<file path="src/rtl/alu_sched_pkg.sv">
// Shared definitions for the ALU scheduler: op codes, flag bit positions, FSM states.
// Optional Z/N flag tracking is controlled by ALU_SCHED_ZN_FLAGS_EN in alu_scheduler.
package alu_sched_pkg;

  localparam logic [2:0] OP_ADD   = 3'b000;
  localparam logic [2:0] OP_SETC  = 3'b001;
  localparam logic [2:0] OP_SUB   = 3'b010;
  localparam logic [2:0] OP_AND   = 3'b011;
  localparam logic [2:0] OP_NOT   = 3'b100;
  localparam logic [2:0] OP_PASSA = 3'b101;
  localparam logic [2:0] OP_PASSB = 3'b110;
  localparam logic [2:0] OP_NONE  = 3'b111;

  localparam int FLAG_C = 0;
  localparam int FLAG_Z = 1;
  localparam int FLAG_N = 2;

  typedef enum logic [1:0] {
    IDLE = 2'd0,
    EXEC = 2'd1,
    RESP = 2'd2
  } sched_state_t;

  // Z/N follow the result for every real ALU op; set-carry and no-op leave them alone
  function automatic logic op_updates_zn(input logic [2:0] op);
    return !((op == OP_SETC) || (op == OP_NONE));
  endfunction

endpackage

</file>
<file path="src/rtl/alu_scheduler_if.sv">
// Request, response and ALU-side signals of the scheduler; slave = scheduler, master = environment.
// Purely a bundle: no logic, no latency, handshakes are valid/ready as seen on the members.
interface alu_scheduler_if #(
  parameter int NUM_REQ = 2,
  parameter int WIDTH   = 16
);
  localparam int ID_W = (NUM_REQ > 1) ? $clog2(NUM_REQ) : 1;

  logic [NUM_REQ-1:0]       req_valid;
  logic [NUM_REQ-1:0]       req_ready;
  logic [3*NUM_REQ-1:0]     req_op;
  logic [WIDTH*NUM_REQ-1:0] req_a;
  logic [WIDTH*NUM_REQ-1:0] req_b;

  logic                     rsp_valid;
  logic                     rsp_ready;
  logic [ID_W-1:0]          rsp_id;
  logic [WIDTH-1:0]         rsp_result;
  logic [2:0]               rsp_flags;

  logic [2:0]               alu_op;
  logic [WIDTH-1:0]         alu_a;
  logic [WIDTH-1:0]         alu_b;
  logic [WIDTH-1:0]         alu_result;
  logic                     alu_cout;

  logic [2:0]               flags_q;

  modport slave (
    input  req_valid, req_op, req_a, req_b, rsp_ready, alu_result, alu_cout,
    output req_ready, rsp_valid, rsp_id, rsp_result, rsp_flags, alu_op, alu_a, alu_b, flags_q
  );

  modport master (
    output req_valid, req_op, req_a, req_b, rsp_ready, alu_result, alu_cout,
    input  req_ready, rsp_valid, rsp_id, rsp_result, rsp_flags, alu_op, alu_a, alu_b, flags_q
  );

endinterface

</file>
<file path="src/rtl/alu_scheduler_rr_arbiter.sv">
// Round-robin grant: first valid at or after the pointer, wrapping; zero-cycle combinational grant.
// Grant only while i_en is high; pointer advances past the winner only on an accepted grant.
module rr_arbiter #(
  parameter int N  = 2,
  parameter int IW = 1
) (
  input  logic          clk,
  input  logic          rst,
  input  logic [N-1:0]  i_valid,
  input  logic          i_en,
  output logic [N-1:0]  o_grant,
  output logic [IW-1:0] o_idx,
  output logic          o_accept
);

  logic [IW-1:0] r_ptr;
  logic [IW:0]   w_cand;
  logic          w_found;
  logic [N-1:0]  w_grant;
  logic [IW-1:0] w_idx;

  always_comb begin
    w_grant = '0;
    w_idx   = '0;
    w_found = 1'b0;
    w_cand  = '0;
    for (int k = 0; k < N; k++) begin
      w_cand = {1'b0, r_ptr} + (IW+1)'(k);
      if (w_cand >= (IW+1)'(N)) w_cand = w_cand - (IW+1)'(N);
      if (!w_found && i_valid[w_cand[IW-1:0]]) begin
        w_found                  = 1'b1;
        w_grant[w_cand[IW-1:0]]  = 1'b1;
        w_idx                    = w_cand[IW-1:0];
      end
    end
  end

  assign o_accept = i_en & w_found;
  assign o_grant  = i_en ? w_grant : '0;
  assign o_idx    = w_idx;

  always_ff @(posedge clk or posedge rst) begin
    if (rst) begin
      r_ptr <= '0;
    end else if (o_accept) begin
      r_ptr <= (w_idx == IW'(N-1)) ? '0 : w_idx + IW'(1);
    end
  end

endmodule

</file>
<file path="src/rtl/alu_scheduler.sv">
// Shares one combinational ALU among NUM_REQ requesters; accept N -> rsp_valid N+2, 1 op / 2 cycles.
// Response held until rsp_ready; no grant while busy. ALU_SCHED_ZN_FLAGS_EN adds Z/N flag tracking.
module alu_scheduler
  import alu_sched_pkg::*;
#(
  parameter int NUM_REQ = 2,
  parameter int WIDTH   = 16
) (
  input logic              clk,
  input logic              rst,
  alu_scheduler_if.slave   bus
);

  localparam int ID_W = (NUM_REQ > 1) ? $clog2(NUM_REQ) : 1;

  sched_state_t     r_state;
  sched_state_t     w_state_nxt;

  logic [2:0]       r_op;
  logic [WIDTH-1:0] r_a;
  logic [WIDTH-1:0] r_b;
  logic [ID_W-1:0]  r_id;

  logic [2:0]       r_flags;
  logic             r_rsp_valid;
  logic [WIDTH-1:0] r_rsp_result;
  logic [2:0]       r_rsp_flags;
  logic [ID_W-1:0]  r_rsp_id;

  logic             w_grant_en;
  logic [NUM_REQ-1:0] w_grant;
  logic [ID_W-1:0]  w_idx;
  logic             w_accept;
  logic [2:0]       w_sel_op;
  logic [WIDTH-1:0] w_sel_a;
  logic [WIDTH-1:0] w_sel_b;
  logic [WIDTH-1:0] w_result;
  logic [2:0]       w_flags_nxt;

  // Grants are only offered when the pipeline can take the op next cycle
  assign w_grant_en = !rst && ((r_state == IDLE) || ((r_state == RESP) && bus.rsp_ready));

  rr_arbiter #(
    .N  (NUM_REQ),
    .IW (ID_W)
  ) u_arb (
    .clk      (clk),
    .rst      (rst),
    .i_valid  (bus.req_valid),
    .i_en     (w_grant_en),
    .o_grant  (w_grant),
    .o_idx    (w_idx),
    .o_accept (w_accept)
  );

  assign bus.req_ready = w_grant;

  always_comb begin
    w_sel_op = OP_NONE;
    w_sel_a  = '0;
    w_sel_b  = '0;
    for (int i = 0; i < NUM_REQ; i++) begin
      if (w_grant[i]) begin
        w_sel_op = bus.req_op[3*i +: 3];
        w_sel_a  = bus.req_a[WIDTH*i +: WIDTH];
        w_sel_b  = bus.req_b[WIDTH*i +: WIDTH];
      end
    end
  end

  always_ff @(posedge clk or posedge rst) begin
    if (rst) begin
      r_state <= IDLE;
    end else begin
      r_state <= w_state_nxt;
    end
  end

  always_comb begin
    w_state_nxt = r_state;
    case (r_state)
      IDLE:    if (w_accept) w_state_nxt = EXEC;
      EXEC:    w_state_nxt = RESP;
      RESP:    if (bus.rsp_ready) w_state_nxt = w_accept ? EXEC : IDLE;
      default: w_state_nxt = IDLE;
    endcase
  end

  always_ff @(posedge clk or posedge rst) begin
    if (rst) begin
      r_op <= OP_NONE;
      r_a  <= '0;
      r_b  <= '0;
      r_id <= '0;
    end else if (w_accept) begin
      r_op <= w_sel_op;
      r_a  <= w_sel_a;
      r_b  <= w_sel_b;
      r_id <= w_idx;
    end
  end

  always_comb begin
    bus.alu_op = OP_NONE;
    bus.alu_a  = '0;
    bus.alu_b  = '0;
    if (r_state == EXEC) begin
      bus.alu_op = r_op;
      bus.alu_a  = r_a;
      bus.alu_b  = r_b;
    end
  end

  assign w_result = (r_op == OP_SETC) ? '0 : bus.alu_result;

  always_comb begin
    w_flags_nxt = r_flags;
    case (r_op)
      OP_ADD:  w_flags_nxt[FLAG_C] = bus.alu_cout;
      OP_SETC: w_flags_nxt[FLAG_C] = 1'b1;
      default: w_flags_nxt[FLAG_C] = r_flags[FLAG_C];
    endcase
`ifdef ALU_SCHED_ZN_FLAGS_EN
    if (op_updates_zn(r_op)) begin
      w_flags_nxt[FLAG_Z] = (bus.alu_result == '0);
      w_flags_nxt[FLAG_N] = bus.alu_result[WIDTH-1];
    end
`else
    w_flags_nxt[FLAG_Z] = 1'b0;
    w_flags_nxt[FLAG_N] = 1'b0;
`endif
  end

  always_ff @(posedge clk or posedge rst) begin
    if (rst) begin
      r_flags      <= '0;
      r_rsp_valid  <= 1'b0;
      r_rsp_result <= '0;
      r_rsp_flags  <= '0;
      r_rsp_id     <= '0;
    end else if (r_state == EXEC) begin
      r_flags      <= w_flags_nxt;
      r_rsp_valid  <= 1'b1;
      r_rsp_result <= w_result;
      r_rsp_flags  <= w_flags_nxt;
      r_rsp_id     <= r_id;
    end else if ((r_state == RESP) && bus.rsp_ready) begin
      r_rsp_valid  <= 1'b0;
    end
  end

  assign bus.rsp_valid  = r_rsp_valid;
  assign bus.rsp_result = r_rsp_result;
  assign bus.rsp_flags  = r_rsp_flags;
  assign bus.rsp_id     = r_rsp_id;
  assign bus.flags_q    = r_flags;

endmodule

</file>
<file path="src/flat_wrapper.sv">
// flat-port wrapper written by rule: the top's interface ports become plain ports
module alu_scheduler_flat import alu_sched_pkg::*;
#(
  parameter int NUM_REQ = 2,
  parameter int WIDTH   = 16
)
  (clk, rst, bus_req_valid, bus_req_op, bus_req_a, bus_req_b, bus_rsp_ready, bus_alu_result, bus_alu_cout, bus_req_ready, bus_rsp_valid, bus_rsp_id, bus_rsp_result, bus_rsp_flags, bus_alu_op, bus_alu_a, bus_alu_b, bus_flags_q);
  alu_scheduler_if #(.NUM_REQ(NUM_REQ), .WIDTH(WIDTH)) bus_i ();
  input logic clk;
  input logic rst;
  input wire logic [$bits(bus_i.req_valid)-1:0] bus_req_valid;
  input wire logic [$bits(bus_i.req_op)-1:0] bus_req_op;
  input wire logic [$bits(bus_i.req_a)-1:0] bus_req_a;
  input wire logic [$bits(bus_i.req_b)-1:0] bus_req_b;
  input wire logic [$bits(bus_i.rsp_ready)-1:0] bus_rsp_ready;
  input wire logic [$bits(bus_i.alu_result)-1:0] bus_alu_result;
  input wire logic [$bits(bus_i.alu_cout)-1:0] bus_alu_cout;
  output wire logic [$bits(bus_i.req_ready)-1:0] bus_req_ready;
  output wire logic [$bits(bus_i.rsp_valid)-1:0] bus_rsp_valid;
  output wire logic [$bits(bus_i.rsp_id)-1:0] bus_rsp_id;
  output wire logic [$bits(bus_i.rsp_result)-1:0] bus_rsp_result;
  output wire logic [$bits(bus_i.rsp_flags)-1:0] bus_rsp_flags;
  output wire logic [$bits(bus_i.alu_op)-1:0] bus_alu_op;
  output wire logic [$bits(bus_i.alu_a)-1:0] bus_alu_a;
  output wire logic [$bits(bus_i.alu_b)-1:0] bus_alu_b;
  output wire logic [$bits(bus_i.flags_q)-1:0] bus_flags_q;
  assign bus_i.req_valid = bus_req_valid;
  assign bus_i.req_op = bus_req_op;
  assign bus_i.req_a = bus_req_a;
  assign bus_i.req_b = bus_req_b;
  assign bus_i.rsp_ready = bus_rsp_ready;
  assign bus_i.alu_result = bus_alu_result;
  assign bus_i.alu_cout = bus_alu_cout;
  assign bus_req_ready = bus_i.req_ready;
  assign bus_rsp_valid = bus_i.rsp_valid;
  assign bus_rsp_id = bus_i.rsp_id;
  assign bus_rsp_result = bus_i.rsp_result;
  assign bus_rsp_flags = bus_i.rsp_flags;
  assign bus_alu_op = bus_i.alu_op;
  assign bus_alu_a = bus_i.alu_a;
  assign bus_alu_b = bus_i.alu_b;
  assign bus_flags_q = bus_i.flags_q;
  alu_scheduler #(.NUM_REQ(NUM_REQ), .WIDTH(WIDTH)) u_core (.clk(clk), .rst(rst), .bus(bus_i));
endmodule
</file>
<file path="config.mk">
export PLATFORM = sky130hd
export DESIGN_NAME = alu_scheduler_flat
export DESIGN_NICKNAME = d
export VERILOG_FILES = /design/src/rtl/alu_sched_pkg.sv /design/src/rtl/alu_scheduler_if.sv /design/src/rtl/alu_scheduler_rr_arbiter.sv /design/src/rtl/alu_scheduler.sv /design/src/flat_wrapper.sv
export SDC_FILE = /design/constraint.sdc
export NUM_CORES = 1
export LEC_CHECK = 0
export ABC_AREA = 1
export BUFFER_PORTS_ARGS = -buffer_cell sky130_fd_sc_hd__buf_2
export CAP_MARGIN = 20
export CELL_PAD_IN_SITES_DETAIL_PLACEMENT = 2
export CELL_PAD_IN_SITES_GLOBAL_PLACEMENT = 2
export CORE_MARGIN = 3
export CORE_UTILIZATION = 23
export CTS_CLUSTER_SIZE = 28
export DETAILED_ROUTE_END_ITERATION = 6
export PLACE_DENSITY_LB_ADDON = 0.1
export SLEW_MARGIN = 0
export SYNTH_ARGS = -nofsm -noshare
export SYNTH_HDL_FRONTEND = slang
export SYNTH_SLANG_ARGS = --single-unit
</file>
<file path="constraint.sdc">
create_clock -name clk -period 1.49 [get_ports clk]
set_input_delay 0.2235 -clock clk [delete_from_list [all_inputs] [get_ports clk]]
set_output_delay 0.2235 -clock clk [all_outputs]
set_load 0.02 [all_outputs]
</file>
==> out/metrics.cfg, run 1 <==
[synth]
synth_area_leader_cell=dfrtp_1
synth-seq-cells=58
synth_cells=395
yosys.area.top_type_share_pct=46.4
synthAdderAreaFrac_pct=0
yosysMostFrequentCell=nand3_1
synthTopCellsByArea=dfrtp_1 (46%), nand3_1 (20%), nand2_1 (11%)
yosys_warnings=0
synthXorXnorAreaFrac_pct=0
netlist_top_cells_count=nand3_1 (118), nand2_1 (86), dfrtp_1 (55), inv_1 (45), nor2_1 (41)
synth-main-ff-cell=dfrtp_1
synth_top_family_by_area=simple AND/OR/NAND/NOR gates
synthMuxAreaShare_pct=0
ys_seq_area_share_pct=49.1
ys_types=20
syn_area_mm2=0.00297
async_flop_share_pct=100
synth_edf_count=0
synth-compound-area-share_pct=1.14
synth-simple-area-share_pct=37.2
syn_area_per_cell_um2=7.51

[place]
gp_congestion=0.719
numPortBuffers=148
hpwl_um=7970
dp.cells=700
dpl-instance-area_mm2=0.00389

[route]
firstDrtPassIters=4
routed_via_density=4.46
drc=0
drt_iter0_drc=120
wl_per_cell_um=16.2
drt_wl_total_um=11800
ant_nets=0
vias=3243

[hold_path]
min_delay_path_depth=3
hold_start=bus_alu_result[5]
hold_end=u_core.bus.rsp_result[5]
hold_class=input pin to flop

[critical_path]
crit_buf_inv=3
crit_fanout=10
timing.critical_path.from=u_core.r_state[1]
end_kind=output pin
rr_endpoint=u_core.r_op[1]
path_class=flop to output pin
crit_arrival_ns=1.43
r2r_slack_ns=0.11
crit_family=flip-flops
path_cells=nor2_4 > inv_6 > buf_8 > nor2_1 > buf_4
cp.required_ns=1.27
r2r_cells=8
r2r_start=u_core.r_state[1]
startpoint_type=flop
slowest_delay_ns=0.43
cp_slowest_cell=dfrtp_2

[timing]
min_period_ns=1.66
worst_slack_ns=-0.168
slew-limit-headroom_pct=47.3
skew_ns=0.00462
timing.fmax_mhz=603
tightestPinTransition_ns=0.791
hold_viol=0
rsz0062_at_grt=yes
setup_tns_ns=-4.77
hold_ws_ns=0.122
period_share_pct=111
maxSlewViolCount=0
finalSetupViolations=37

[final_layout]
drive_gt1_share_pct=42.0
nets=646
final_area_mm2=0.00477
antenna_cells=0
area_growth_pct=60.8
instances_no_fill=727

[pwr]
cellInternalPower_w=0.00429
seqPwrFrac_pct=34.5
swShare_pct=36.8
clockPowerShare_pct=29.0
p_leak_nw=2.48
ir_worst_vdd_uv=547
power.density_mw_per_mm2=1430
p_sw_w=0.00251
pwr-share-comb_pct=36.5

[die]
fp-row-count=40
dieArea_mm2=0.0143
core_region_area_mm2=0.0123
start_util_pct=24.1
die_h_um=120
ios=153
die_w_um=120

[clocking]
clock_latency_ns=0.32
cts.reportedPaths.clkPinSlew_ns=0.05
hold_buffers=0
cts_tree=built
ctsLongestPathBuffers=2
cts_sinks=58
root_buffer=clkbuf_16
cts_made_buffers=9
htreeDepth=3

[global_route]
grt_max_degree=59
use_met1_pct=22.1
gr-usage-met3_pct=4.34
grt_pass1_vias=3703
antenna_found_initial=1
use_met2_pct=29.5
grt_pass1_wl_um=19600
grt-ovfl-total=0
top_usage_layer=met2
grtUsageTotal_pct=17.3

[run]
maxCapViolCount=0

[run_status]
outcome=finished, violations left
violations=negative setup slack

per-layer routing:
metal | vias up | share of wire, %
met5 | - | 0.060
met4 | 2 | 0.81
met3 | 10 | 5.1
met2 | 93 | 50
met1 | 1577 | 44
li1 | 1561 | -
power by group through the flow:
stage | clock (W) | combinational, W | sequential, W
after global placement | 0 | 0.00199 | 0.00235
after floorplan | 0 | 0.00107 | 0.00256
after detailed placement | 0 | 0.00204 | 0.00237
final | 0.00197 | 0.00248 | 0.00234
after global routing | 0.00212 | 0.00275 | 0.00242
after CTS | 0.00203 | 0.00249 | 0.00235
cells in the final DEF, fill, tap and decap left out, types with 9 or more instances in the layout:
cell type | Yosys | final
buf_2 | 18 | 113
buf_4 | 5 | 27
buf_6 | 4 | 28
clkbuf_16 | 0 | 9
dfrtp_1 | 55 | 54
inv_1 | 45 | 45
nand2_1 | 86 | 85
nand3_1 | 118 | 118
nor2_1 | 41 | 11
nor2_4 | 0 | 25
cell families after synthesis:
kind of cell | count (synthesis)
AND/OR/NAND/NOR | 250
flip-flops | 58
AO/OA/AOI/OAI | 6
buffers and inverters | 80
other | 1
worst max-delay path by stage:
stage | endpoint | depth (start not counted) | slack (ns)
floorplan | bus_req_ready[0] | 6 | 0.11
global placement | bus_req_ready[0] | 5 | 0.05
detailed placement | bus_req_ready[0] | 5 | 0.08
CTS | bus_req_ready[0] | 6 | -0.16
global route | bus_req_ready[0] | 6 | -0.23
finish | bus_alu_a[8] | 5 | -0.17
registers in the layout (all words and copies together), names as in the netlist, 2 cells and up:
signal                 count
u_core.bus.rsp_result     16
u_core.r_a                16
u_core.r_b                16
u_core.r_op                3
u_core.r_state             2
through the flow:
step,total power [W],utilization [%],worst slack (ns)
global route,0.00728,38.8,-0.234
finish,0.00680,38.8,-0.168
floorplan,0.00363,-,0.113
global placement,0.00434,31.6,0.0537
detailed placement,0.00441,31.6,0.0765
CTS,0.00687,38.5,-0.165
worst reg2reg max path, delay by kind of cell, from the launching register on:
family,cells,cell delay [ns]
DFF,1,0.43
and+or+nand+nor,5,0.39
buffers and inverters,3,0.49
final cells by class:
class	instances	area (µm²)
clock buffers	14	274
clock inverters	2	10.0
fillers	1466	7540
inverters	50	198
multi-input cells	260	1380
flip-flops and latches	58	1460
well taps	168	210
repair buffers	175	1250
timing repair:
action                                  CTS  global route
gates cloned                              3             0
resized for setup                       126             8
buffers inserted                          8             2
hold endpoints to repair                  0             0
endpoints found under the setup margin   37            69
pin swaps                                 3             1
Note: power is estimated with default switching activity, not from simulation.
==> inputs of run 2 (changes only) <==
--- a/config.mk
+++ b/config.mk
@@ -14,7 +14,7 @@
 export CORE_UTILIZATION = 23
 export CTS_CLUSTER_SIZE = 28
 export DETAILED_ROUTE_END_ITERATION = 6
-export PLACE_DENSITY_LB_ADDON = 0.1
+export PLACE_DENSITY = 0.76
 export SLEW_MARGIN = 0
 export SYNTH_ARGS = -nofsm -noshare
 export SYNTH_HDL_FRONTEND = slang
==> run 2 against run 1 <==
The flow still finishes with violations (negative setup slack). Count of clock-buffer cells in the layout decreased by 3. Die area unchanged. Worst hold slack improved by 0.014 ns. Wire length increased by 7.6%. Core utilization increased by 0.82 points. Final cell count increased by 1.1%. Combinational power increased by 3%. First-iteration DRC count decreased by 38%. Flip-flop and latch count unchanged. Maximum frequency decreased by 0.45%. Design area increased by 2.1%. Clock skew increased by 0.0018 ns. Critical endpoint is now bus_alu_b[14].
==> out/metrics.cfg, run 2 (same netlist as run 1, synthesis figures left out) <==
[route]
wl_per_cell_um=17.2  ; +6.4%
routed_via_density=4.56  ; +2.3%
drt_wl_total_um=12700  ; +7.6%
firstDrtPassIters=4  ; unchanged
drc=0  ; unchanged
vias=3353  ; +3.4%
ant_nets=0  ; unchanged
drt_iter0_drc=75  ; -38%

[timing]
rsz0062_at_grt=yes
setup_tns_ns=-4.91  ; -0.141 ns
slew-limit-headroom_pct=49.2  ; +1.9 points
timing.fmax_mhz=600  ; -0.45%
hold_viol=0  ; unchanged
hold_ws_ns=0.136  ; +0.0139 ns
worst_slack_ns=-0.176  ; -0.00754 ns
period_share_pct=112  ; +0.51 points
min_period_ns=1.67  ; +0.00754 ns
skew_ns=0.00641  ; +0.00179 ns
maxSlewViolCount=0  ; unchanged
finalSetupViolations=37  ; unchanged
tightestPinTransition_ns=0.763  ; -0.0283 ns

[critical_path]
cp_slowest_cell=dfrtp_2
crit_arrival_ns=1.44  ; about the same
timing.critical_path.from=u_core.r_state[1]
startpoint_type=flop
slowest_delay_ns=0.44  ; about the same
crit_family=flip-flops
end_kind=output pin
path_cells=nor2_4 > inv_4 > buf_12 > nor2_2 > buf_4
r2r_start=u_core.r_state[0]
path_class=flop to output pin
crit_fanout=8  ; -2
crit_buf_inv=3  ; unchanged
cp.required_ns=1.27  ; about the same

[global_route]
grt_max_degree=59  ; unchanged
grtUsageTotal_pct=17.1  ; -0.22 points
grt-ovfl-total=0  ; unchanged
grt_pass1_wl_um=19600  ; +0.21%
grt_pass1_vias=3732  ; +0.78%
antenna_found_initial=0  ; -1

[place]
dpl-instance-area_mm2=0.00391  ; +0.26%
numPortBuffers=148  ; unchanged
hpwl_um=8200  ; +2.9%
gp_congestion=0.728  ; +1.3%
dp_worst_setup_slack_ns=0.0423  ; -0.0342 ns

[die]
die_w_um=120  ; unchanged
ios=153  ; unchanged
die_h_um=120  ; unchanged
fp-row-count=40  ; unchanged
start_util_pct=24.1  ; unchanged
dieArea_mm2=0.0143  ; unchanged
core_region_area_mm2=0.0123  ; unchanged

[final_layout]
final_area_mm2=0.00487  ; +2.1%
drive_gt1_share_pct=42.9  ; +0.82 points
final_common_cell=nand3_1
area_growth_pct=64.2
antenna_cells=0  ; unchanged
nets=654  ; +1.2%
layout_common_cells=nand3_1 (118), buf_2 (111), nand2_1 (81)

[clocking]
htreeDepth=3  ; unchanged
root_buffer=clkbuf_16
cts.reportedPaths.clkPinSlew_ns=0.05  ; about the same
cts_sinks=58  ; unchanged
ctsLongestPathBuffers=2  ; unchanged
cts_tree=built
clock_latency_ns=0.32  ; about the same
cts_made_buffers=9  ; unchanged
hold_buffers=0  ; unchanged

[run]
maxCapViolCount=0  ; unchanged

[pwr]
ir_worst_vdd_uv=544  ; -0.54%
p_leak_nw=2.57  ; +3.7%
power.density_mw_per_mm2=1460  ; +2.8%
power_w=0.00714  ; +4.9%

[run_status]
outcome=finished, violations left
violations=negative setup slack

[hold_path]
hold_start=bus_alu_result[9]
hold_class=input pin to flop

[run 2: cell count changes in the layout (fill, tap and decap cells not counted), sizes merged]
cell      previous run  this run
buf                174       179
bufinv               0         2
clkinvlp             0         1
[run 2: what timing repair did]
item                                    CTS  global route
buffers inserted                         12             4
pin swaps                                 2             6
cloned                                    3             4
resized for setup                       100            20
endpoints found under the setup margin   37            76
[run 2: path summary, 6_finish.rpt]
check	to	slack, ns	depth (start not counted)
min reg2reg	u_core.r_op[2]	0.48	2
min	u_core.bus.rsp_result[9]	0.14	3
max reg2reg	u_core.r_b[11]	0.10	8
min in group asynchronous	u_core.r_id	0.19	3
max in group asynchronous	u_core.r_state[1]	0.77	3
max	bus_alu_b[14]	-0.18	5
[run 2: power by group]
group	leakage, nW	internal (W)	switching (W)
Combinational	1.71	0.00102	0.00153
Sequential	0.711	0.00207	0.000288
Clock	0.156	0.00150	0.000719
Total	2.57	0.00460	0.00254
[run 2: cell type report]
type / instances / area [µm²]
tap: 168 / 210
multi-input combinational: 260 / 1340
timing repair buffer: 183 / 1360
clock inverter: 5 / 77.6
fill: 1407 / 7440
sequential: 58 / 1460
clock buffer: 11 / 243
inverter: 50 / 195
[run 2: routing by layer]
metal / global-route usage, % / share of wire, % / up-vias / wire (µm)
met5: 0 / 0 / - / 0
met4: 3.01 / 0.72 / 0 / 91
met3: 4.19 / 4.9 / 12 / 614
met2: 30.8 / 52 / 102 / 6530
met1: 20.8 / 43 / 1665 / 5420
li1: - / - / 1574 / -
[run 2: worst min-delay path, cell delays in order]
cell     delay [ns]
buf_2          0.08
nand3_1        0.06
nand2_1        0.06
[run 2: per-stage QoR]
stage	instances	utilization, %
after floorplan	398	-
after global placement	698	31.7
after detailed placement	698	31.7
after CTS	729	38.4
after global routing	735	39.6
final	735	39.6
==> inputs of run 3 (changes only) <==
--- a/config.mk
+++ b/config.mk
@@ -14,7 +14,7 @@
 export CORE_UTILIZATION = 23
 export CTS_CLUSTER_SIZE = 28
 export DETAILED_ROUTE_END_ITERATION = 6
-export PLACE_DENSITY = 0.76
+export PLACE_DENSITY_LB_ADDON = 0.25
 export SLEW_MARGIN = 0
 export SYNTH_ARGS = -nofsm -noshare
 export SYNTH_HDL_FRONTEND = slang
==> run 3 against run 2 <==
The flow still finishes with violations (negative setup slack). Clock skew rose by 0.0049 ns. Design area down 1.0%. Via count decreased by 1.1%. Count of clock-buffer cells in the layout unchanged.
==> out/metrics.cfg, run 3 (same netlist as run 1, synthesis figures left out) <==
[place]
gp_congestion=0.722  ; -0.70%
numPortBuffers=148  ; unchanged
dp.cells=698  ; unchanged
hpwl_um=8110  ; -1.1%
dpl-instance-area_mm2=0.00392  ; +0.32%

[global_route]
use_met1_pct=20.7  ; -0.095 points
use_met2_pct=31.4  ; +0.56 points
grtUsageTotal_pct=17.4  ; +0.37 points
gr-usage-met3_pct=5.18  ; +0.99 points
grt_pass1_vias=3820  ; +2.4%
grt_pass1_wl_um=19900  ; +1.6%
antenna_found_initial=1  ; +1
grt-ovfl-total=0  ; unchanged
grt_max_degree=59  ; unchanged
top_usage_layer=met2

[timing]
tightestPinTransition_ns=0.778  ; +0.0151 ns
worst_slack_ns=-0.148  ; +0.0280 ns
rsz0062_at_grt=yes
min_period_ns=1.64  ; -0.0280 ns
slew-limit-headroom_pct=48.1  ; -1.0 points
timing.fmax_mhz=611  ; +1.7%
skew_ns=0.0113  ; +0.00486 ns
finalSetupViolations=37  ; unchanged
period_share_pct=110  ; -1.9 points
hold_ws_ns=0.125  ; -0.0112 ns
hold_viol=0  ; unchanged
maxSlewViolCount=0  ; unchanged

[pwr]
ir_worst_vdd_uv=505  ; -7.2%
p_sw_w=0.00251  ; -1.1%
cellInternalPower_w=0.00445  ; -3.2%
seqPwrFrac_pct=33.8  ; +0.7 points
clockPowerShare_pct=30.1  ; -1.0 points
pwr-share-comb_pct=36.1  ; +0.4 points
swShare_pct=36.0  ; +0.51 points
power.density_mw_per_mm2=1440  ; -1.4%
p_leak_nw=2.56  ; -0.68%

[final_layout]
layout_common_cells=nand3_1 (118), buf_2 (111), nand2_1 (83)
finish.utilization_pct=39.2  ; -0.41 points
antenna_cells=0  ; unchanged
area_growth_pct=62.5
final_area_mm2=0.00482  ; -1.0%
nets=654  ; unchanged
final_common_cell=nand3_1
instances_no_fill=734  ; -0.14%
drive_gt1_share_pct=42.0  ; -0.81 points

[critical_path]
end_kind=output pin
crit_fanout=17  ; +9
path_class=flop to output pin
startpoint_type=flop
cp.required_ns=1.27  ; about the same
r2r_slack_ns=0.05  ; -0.05 ns
crit_arrival_ns=1.41  ; -0.03 ns

[route]
firstDrtPassIters=4  ; unchanged
ant_nets=0  ; unchanged
drt_iter0_drc=119  ; +59%
wl_per_cell_um=16.7  ; -3.3%
drc=0  ; unchanged
vias=3316  ; -1.1%
drt_wl_total_um=12200  ; -3.4%
routed_via_density=4.52  ; -0.97%

[die]
ios=153  ; unchanged
fp-row-count=40  ; unchanged
die_w_um=120  ; unchanged
die_h_um=120  ; unchanged
dieArea_mm2=0.0143  ; unchanged
start_util_pct=24.1  ; unchanged
core_region_area_mm2=0.0123  ; unchanged

[clocking]
cts_tree=built
root_buffer=clkbuf_16
hold_buffers=0  ; unchanged
cts.reportedPaths.clkPinSlew_ns=0.05  ; about the same
cts_made_buffers=9  ; unchanged
htreeDepth=3  ; unchanged
ctsLongestPathBuffers=2  ; unchanged
clock_latency_ns=0.33  ; about the same
cts_sinks=58  ; unchanged

[hold_path]
hold_class=input pin to flop

[run_status]
outcome=finished, violations left
violations=negative setup slack

[run]
maxCapViolCount=0  ; unchanged

## run 3: changes by cell type in the layout (fill, tap and decap cells not counted), sizes merged
cell    change
clkbuf      -3
buf         +2
bufbuf      +1
bufinv      -1
## run 3: stage by stage
step                total power (W)  setup slack (ns)  setup TNS [ns]
global route                0.00742            -0.226           -6.93
finish                      0.00696            -0.148           -4.30
CTS                         0.00696            -0.139           -4.14
floorplan                   0.00363             0.113               0
global placement            0.00435             0.118               0
detailed placement          0.00444            0.0679               0
## run 3: area by class of cell
type	count	area, µm²
clock inverter	4	51.3
multi-input combinational	260	1320
inverter	50	195
clock buffer	11	253
sequential	58	1460
fill	1430	7490
tap	168	210
timing repair buffer	183	1340
## run 3: routing by layer
metal | part of all wire (%) | up-vias | wire (µm)
met1 | 43 | 1638 | 5260
met3 | 5.6 | 6 | 683
met4 | 0.56 | 2 | 68
met5 | 0.11 | - | 13
li1 | - | 1574 | -
met2 | 51 | 96 | 6200
## run 3: what timing repair did
item | 4_1_cts | 5_1_grt
cloned | 3 | 0
pin swaps | 5 | 2
resized for setup | 96 | 20
endpoints found under the setup margin | 37 | 64
buffers inserted | 9 | 9
endpoints found under the hold margin | 0 | 0
## run 3: final timing paths
| check | start | end | depth (start not counted) |
|---|---|---|---|
| hold / removal | bus_alu_result[8] | u_core.bus.rsp_result[8] | 3 |
| max in group asynchronous | rst | u_core.r_a[2] | 3 |
| setup / recovery | u_core.r_state[1] | bus_alu_a[8] | 5 |
| setup reg to reg | u_core.r_state[0] | u_core.bus.rsp_valid | 8 |
| min in group asynchronous | rst | u_core.r_b[9] | 3 |
| hold reg to reg | u_core.bus.rsp_id | u_core.bus.rsp_id | 2 |
## run 3: critical path, stage by stage (launching register included)
cell     delay [ns]
dfrtp_1        0.43
nor2_4         0.15
inv_4          0.09
buf_12         0.16
nor2_1         0.10
buf_4          0.15
## run 3: power groups by stage
| stage | registers [W] | logic, W | clock network, W |
|---|---|---|---|
| floorplan | 0.00256 | 0.00107 | 0 |
| global placement | 0.00235 | 0.00200 | 0 |
| detailed placement | 0.00237 | 0.00206 | 0 |
| CTS | 0.00235 | 0.00244 | 0.00216 |
| global route | 0.00243 | 0.00276 | 0.00222 |
| finish | 0.00235 | 0.00251 | 0.00210 |
